File: src/rtl/lc3b_types.sv
// lc3b_types: shared LC-3b word/opcode types plus branch-predictor counter type and constants
package lc3b_types;
  typedef logic [15:0] lc3b_word;
  typedef enum logic [3:0] {
    op_br   = 4'b0000,
    op_add  = 4'b0001,
    op_ldb  = 4'b0010,
    op_stb  = 4'b0011,
    op_jsr  = 4'b0100,
    op_and  = 4'b0101,
    op_ldw  = 4'b0110,
    op_stw  = 4'b0111,
    op_rti  = 4'b1000,
    op_not  = 4'b1001,
    op_ldi  = 4'b1010,
    op_sti  = 4'b1011,
    op_jmp  = 4'b1100,
    op_shf  = 4'b1101,
    op_lea  = 4'b1110,
    op_trap = 4'b1111
  } lc3b_opcode;
  typedef logic [1:0] lc3b_bp_ctr;
  localparam lc3b_bp_ctr BP_CTR_RESET = 2'b01;
  localparam lc3b_bp_ctr BP_CTR_MAX   = 2'b11;
  localparam lc3b_bp_ctr BP_CTR_MIN   = 2'b00;
endpackage

File: src/rtl/sat_counter2.sv
// sat_counter2: 2-bit saturating up/down counter (en, inc=up/down), sync reset to weakly not-taken
module sat_counter2
  import lc3b_types::*;
(
  input  logic       clk,
  input  logic       reset,
  input  logic       en,
  input  logic       inc,
  output lc3b_bp_ctr ctr
);
  lc3b_bp_ctr ctr_q, ctr_d;
  always_comb begin
    ctr_d = !en ? ctr_q :
            inc ? (ctr_q == BP_CTR_MAX ? ctr_q : ctr_q + 2'd1) :
                  (ctr_q == BP_CTR_MIN ? ctr_q : ctr_q - 2'd1);
  end
  always_ff @(posedge clk) begin
    if (reset) ctr_q <= BP_CTR_RESET;
    else ctr_q <= ctr_d;
  end
  assign ctr = ctr_q;
endmodule

File: src/rtl/branch_predictor.sv
// branch_predictor: gshare predictor (fetch_pc/opcode -> prediction/pred_idx), trained by upd_*, with saturating stat counters
module branch_predictor
  import lc3b_types::*;
#(
  parameter int IDX_BITS  = 3,
  parameter int HIST_BITS = 3,
  parameter int STAT_BITS = 16
) (
  input  logic                 clk,
  input  logic                 reset,
  input  logic [15:0]          fetch_pc,
  input  logic [3:0]           fetch_opcode,
  output logic                 prediction,
  output logic [IDX_BITS-1:0]  pred_idx,
  input  logic                 upd_valid,
  input  logic [IDX_BITS-1:0]  upd_idx,
  input  logic                 upd_taken,
  input  logic                 upd_mispred,
  output logic [STAT_BITS-1:0] stat_branches,
  output logic [STAT_BITS-1:0] stat_mispreds
);
  localparam int ENTRIES = 1 << IDX_BITS;
  lc3b_bp_ctr ctr [ENTRIES];
  logic [HIST_BITS-1:0] ghr_q, ghr_d;
  logic [STAT_BITS-1:0] br_q, br_d, mis_q, mis_d;
  logic unused_pc;
  for (genvar i = 0; i < ENTRIES; i++) begin : g_ctr
    sat_counter2 u_ctr (
      .clk   (clk),
      .reset (reset),
      .en    (upd_valid && upd_idx == IDX_BITS'(i)),
      .inc   (upd_taken),
      .ctr   (ctr[i])
    );
  end
  assign unused_pc = ^{fetch_pc[15:IDX_BITS+1], fetch_pc[0]};
  always_comb begin
    pred_idx   = fetch_pc[IDX_BITS:1] ^ IDX_BITS'(ghr_q);
    prediction = ctr[pred_idx][1] && fetch_opcode == op_br;
    ghr_d      = upd_valid ? {ghr_q[HIST_BITS-2:0], upd_taken} : ghr_q;
    br_d       = upd_valid && !(&br_q) ? br_q + STAT_BITS'(1) : br_q;
    mis_d      = upd_valid && upd_mispred && !(&mis_q) ? mis_q + STAT_BITS'(1) : mis_q;
  end
  always_ff @(posedge clk) begin
    if (reset) begin
      ghr_q <= '0;
      br_q  <= '0;
      mis_q <= '0;
    end else begin
      ghr_q <= ghr_d;
      br_q  <= br_d;
      mis_q <= mis_d;
    end
  end
  assign stat_branches = br_q;
  assign stat_mispreds = mis_q;
endmodule

File: config.mk
export PLATFORM = sky130hd
export DESIGN_NAME = branch_predictor
export DESIGN_NICKNAME = d
export VERILOG_FILES = /design/src/rtl/lc3b_types.sv /design/src/rtl/sat_counter2.sv /design/src/rtl/branch_predictor.sv
export SDC_FILE = /design/constraint.sdc
export NUM_CORES = 1
export LEC_CHECK = 0
export ABC_AREA = 1
export CAP_MARGIN = 5
export CORE_UTILIZATION = 52
export CTS_BUF_LIST = sky130_fd_sc_hd__clkbuf_4
export CTS_CLUSTER_DIAMETER = 40
export DETAILED_ROUTE_END_ITERATION = 16
export PLACE_DENSITY = 0.82
export SLEW_MARGIN = 30
export SYNTH_ARGS = -nofsm -noshare
export SYNTH_HDL_FRONTEND = slang
export SYNTH_SLANG_ARGS = --single-unit
export TNS_END_PERCENT = 10
File: constraint.sdc
create_clock -name clk -period 1.84 [get_ports clk]
set_input_delay 0.276 -clock clk [delete_from_list [all_inputs] [get_ports clk]]
set_output_delay 0.276 -clock clk [all_outputs]
set_load 0.02 [all_outputs]
==> metrics <==
Core Area 5240 um^2; Logic pwr share 0.138; Worst slew margin 0.771; Total Routed Length 6.79 mm; Filler cells 464; most frequent cells in the layout nand2_1, nor2_1, dfxtp_1; sequential cell area 1020 um^2; Flop pwr share 0.595; Psw 0.533 mW; CP max-delay cell clkdlybuf4s50_1; Root Buffer Master clkbuf_4; Setup crit end kind output port; P_leak 1.49 nW; remaining global-route overflow 0; non-filler cells, final 591; antenna violations before repair 0; vias per inst 5.14; setup ws final 0.0633 ns; Final min period 1.78 ns; pwr dens 531 nW/um^2; clock buffer depth 2; Tot GR Track Use 0.238; Tightest Pin Transition 0.343 ns; Setup Total Neg Slack 0 ns; status completed; # diodes 0; Hold WC Path Type reg2reg; synthesized cell area 2890 um^2; global-route wire length before repair 11.4 mm; flops & latches, synth 51; Unique masters post-synth 34; area of the multi-input gates 1650 um^2; Internal 1.40 mW; Initial Util 0.551; R2R depth 8; final setup fails 0; vias in the first global route 2674; worst r2r dst stat_branches[0]; post-synthesis cell count 456; DP Area 3550 um^2; clock sinks 51; switching part of the total 0.276; Layout area overhead 26.0%; maximum vdd drop 0.337 mV; Overall Power 1.93 mW; WHS 0.494 ns; Mean Syn Cell Area 6.33 um^2; Placer Congestion 0.882; largest net degree at the start of global routing 39; Buf/Inv on CP 1; FMAX 563 MHz; Fin Clk Skew 0.0121 ns; Clk pwr share 0.267; Detailed Place HPWL 5.06 mm; hold path depth 2; syn nets 486; prevailing post-synth register cell dfxtp_1; Pins Over Slew Limit 0; RSZ-0062 raised after global routing true; crit share post-route 0.966; dpl ws -0.497 ns; Worst setup SP type flip-flop; Worst EP required 1.56 ns; Final Hold Vio Count 0; Yosys Warn Count 0; Residual DRC 0; Placed Cells 583; H-tree levels 2; fin util 0.694; sequential share of the synthesized area 0.354; Wirelength per Cell 11.5 um; Worst Hold End g_ctr[1].u_ctr.ctr[1]; commonest non-fill, non-tap cell in the layout nand2_1; FF-to-FF setup slack 0.26 ns; Async S/R FF share, synth 0; CTS Buf Count 5; Post-synth EDFFs 0; crit path kind reg2out; Worst Path Arrival 1.50 ns; FF-to-FF Start stat_branches[0]; die extent in x 76.5 um; DR pass1 iterations 4; routed vias 3040; number of port buffers 50; TritonCTS clock tree yes; cts hold-fix bufs 0; crit-path cells clkdlybuf4s50_1; launch point of the worst hold path g_ctr[1].u_ctr.ctr[0]; Finished Cell Area 3640 um^2; IO Pins 64; die area 5860 um^2; 1st-iter DRT viols 139; Layout Nets 550; crit-path leading delay family buffers and inverters; total of max-cap violations 0; layout cells sized above 1 0.104; Die Height 76.5 um; post-route ant nets 0; crit-path max cell delay 0.65 ns; Skew-Pair Late Insertion Delay 0.38 ns; Clock transition at path regs 0.14 ns; Max FO, Critical Path 7; cell row count 26
[state kept, by name, indices dropped and copies added (netlist names)]
name and count:
g_ctr.u_ctr.ctr 16, ghr_q 3, stat_branches 16, stat_mispreds 16
[power groups by stage]
stage | Clock (mW) | Combinational (mW) | Sequential, mW
after floorplan | 0 | 0.133 | 1.18
after global placement | 0 | 0.252 | 1.17
after detailed placement | 0 | 0.261 | 1.17
after CTS | 0.534 | 0.260 | 1.15
after global routing | 0.575 | 0.292 | 1.15
final | 0.515 | 0.266 | 1.15
[Yosys cell counts (2+ instances only)]
library cell | instances | share of area
nor3_1 | 3 | 0.0052
ha_1 | 2 | 0.0087
o21bai_1 | 2 | 0.0052
a211oi_1 | 3 | 0.0078
o211ai_1 | 3 | 0.0078
inv_1 | 46 | 0.060
nand2_2 | 6 | 0.013
nand3_1 | 31 | 0.054
a21oi_1 | 31 | 0.054
buf_2 | 3 | 0.0052
nor2_4 | 4 | 0.016
nand2_1 | 116 | 0.15
nor2_2 | 3 | 0.0065
o21a_1 | 2 | 0.0052
a21oi_2 | 2 | 0.0061
dfxtp_1 | 51 | 0.35
nand4_1 | 6 | 0.013
and2_1 | 2 | 0.0043
o221ai_1 | 2 | 0.0061
nor2_1 | 102 | 0.13
nand3_2 | 2 | 0.0069
o21ai_0 | 20 | 0.035
clkbuf_1 | 3 | 0.0039
[per-layer routing]
layer	vias up	GRT usage	wire length [um]	part of all wire
met5	-	0	0	0
met4	0	0.0885	104	0.015
met3	11	0.0455	289	0.043
met2	71	0.411	3170	0.47
met1	1377	0.293	3230	0.48
li1	1581	-	-	-
[kinds of logic (layout without fill, tap and decap cells)]
| logic type | Yosys count | after routing | synth area share |
|---|---|---|---|
| buf+inv | 57 | 122 | 0.0845 |
| simple gates | 279 | 279 | 0.421 |
| xor+xnor | 2 | 2 | 0.00607 |
| flops | 51 | 51 | 0.354 |
| compound gates | 65 | 65 | 0.127 |
| fa+ha+maj | 2 | 2 | 0.00866 |
[worst max-delay path by stage]
stage | slack, ns | endpoint | startpoint | cells after the start
2_1_floorplan | 0.30 | prediction | ghr_q[2] | 4
3_3_place_gp | -0.43 | prediction | fetch_pc[1] | 10
3_5_place_dp | -0.50 | prediction | fetch_pc[1] | 10
4_1_cts | -0.16 | prediction | fetch_pc[1] | 10
5_1_grt | -0.04 | prediction | ghr_q[0] | 9
6_report | 0.06 | stat_branches[3] | stat_branches[3] | 1
[layout make-up]
cell class              count  share of cell area
clock inverters             3             0.00550
well taps                  70              0.0241
repair buffers             66               0.173
clock buffers               5              0.0103
inverters                  48              0.0509
multi-input cells         348               0.455
flip-flops and latches     51               0.282
[repair_timing]
item | CTS | global route
buffers inserted | 0 | 0
gates resized for setup | 8 | 11
pin swaps | 1 | 5
setup endpoints to repair | 4 | 3
Power figures use the tool's default switching activity.
==> variant: new RTL, same settings <==
Set the parameter `STAT_BITS` to 32 (it was 16).
--- a/src/rtl/branch_predictor.sv
+++ b/src/rtl/branch_predictor.sv
@@ -5,5 +5,5 @@
   parameter int IDX_BITS  = 3,
   parameter int HIST_BITS = 3,
-  parameter int STAT_BITS = 16
+  parameter int STAT_BITS = 32
 ) (
   input  logic                 clk,
Ports: changed (resized stat_branches and stat_mispreds); port bits go from 64 to 96. No check against the original RTL was run, so the function may have changed too.
==> variant against the unedited design <==
  * The flow now finishes with violations (design-rule violations, negative setup slack)
  * Design area rose by 79%
  * Synthesized area increased by 71%
  * Worst setup slack worse by 0.16 ns
  * Register-to-register slack worse by 0.14 ns
  * Count of clock-buffer cells in the layout grew 6
  * First-iteration DRC count up 87%
  * Routed wire length up 110%
  * Die area is 69% higher
  * Sequential cell count increased by 32
  * Critical path depth rose by 6
  * Total power is 71% higher
==> variant: results (changes against the unedited design) <==
outcome:
  status: "finished with violations"  # was finished, final reports clean
  violations: "design-rule violations, negative setup slack"
placed_design:
  hpwl_um: 10700  # was 5060 um
  gp_congestion: 0.957  # was 0.882
  placed_area_mm2: 0.00621  # was 0.00355 mm^2
timing:
  hold_slack_ns: 0.508  # was 0.494 ns
  worst_slack_ns: -0.0958  # was 0.0633 ns
  setup_viol: 1  # was 0
  setup_tns_ns: -0.0958  # was 0 ns
final_layout:
  drive_above_1_share_pct: 14.7  # was 10.4%
  postLayoutCoreUtil_pct: 70.9  # was 69.4%
  n_fill_cell: 778  # was 464
  multi_input_area_share_pct: 44.7  # was 45.5%
  final-nonclk-buf-share_pct: 21.1  # was 17.3%
  seq_cells: 83  # was 51
  clkbuf_count: 11  # was 5
  multi_input_gates: 616  # was 348
  layout.area.seq_mm2: 0.00167  # was 0.00102 mm^2
  clockNetworkAreaShare_pct: 2.21  # was 1.58%
  final_cells: 1043  # was 591
grt:
  grt.met2_usage_pct: 50.6  # was 41.1%
  grt_pass1_vias: 5380  # was 2,674
  grt_pass1_wl_um: 23500  # was 11,400 um
  grt_usage_pct: 29.3  # was 23.8%
setup_path:
  reg2reg_from: "stat_branches[19]$_SDFFE_PP0P_"  # was stat_branches[0]$_SDFFE_PP0P_
  r2r-end: "stat_branches[30]$_SDFFE_PP0P_"  # was stat_branches[0]$_SDFFE_PP0P_
  r2r_setup_slack_ns: 0.12  # was 0.26 ns
  cp-endpoint: "prediction"  # was stat_branches[3]
  worstSetupStartpoint: "fetch_pc[2]"  # was stat_branches[3]$_SDFFE_PP0P_
  rr_worst_depth: 9  # was 8
  crit_path_max_fanout: 3  # was 7
synthesis:
  ys_seq_area_share_pct: 33.7  # was 35.4%
  netlist_top_cells_count: "nand2_1 (205), nor2_1 (172), dfxtp_1 (83), inv_1 (70), a21oi_1 (66)"  # was nand2_1 (116), nor2_1 (102), dfxtp_1 (51), inv_1 (46)
  syn_nets: 825  # was 486
  synthAdderAreaFrac_pct: 0.508  # was 0.867%
worst_hold_path:
  min_to: "g_ctr[6].u_ctr.ctr[1]$_SDFFE_PP0P_"  # was g_ctr[1].u_ctr.ctr[1]$_SDFFE_PP0P_
route:
  drt_iter0_drc: 260  # was 139
  firstDrtPassIters: 11  # was 4
  drc_errors: 2  # was 0
  vias: 5660  # was 3,040
  met3_length_um: 791  # was 289 um
clocking:
  htree_levels: 3  # was 2
  cts_buffers: 9  # was 5
  worstSkewPairLatency_ns: 0.45  # was 0.38 ns
die:
  die_area_mm2: 0.00987  # was 0.00586 mm^2
power_and_ir_drop:
  swShare_pct: 26.7  # was 27.6%
## variant: cell types whose count changed after synthesis, sizes merged, moves of 4 or more
cell / before / now
o211ai: 3 / 13
nand4: 7 / 17
nand3b: 0 / 4
dfxtp: 51 / 83
a21oi: 33 / 66
nand3: 33 / 78
buf: 5 / 17
inv: 48 / 71
nor2: 110 / 179
nand2: 122 / 211
## variant: tightest hold or removal path, delay by kind of cell, from the launching register on
family	cells	cell delay (ns)
compound gates	1	0.05
flops	1	0.36
simple gates	1	0.07
## variant: power groups by stage
stage,registers [mW],logic (mW),clock network [mW]
after floorplan,1.88,0.147,0
after global routing,1.84,0.359,1.22
after global placement,1.87,0.295,0
after CTS,1.83,0.312,1.13
after detailed placement,1.87,0.311,0
final,1.84,0.330,1.13
## variant: repair_timing
action	CTS	global route
hold buffers	0	0
endpoints found under the setup margin	12	82
gates resized for setup	20	62
setup buffers	0	3
pin swaps	1	5
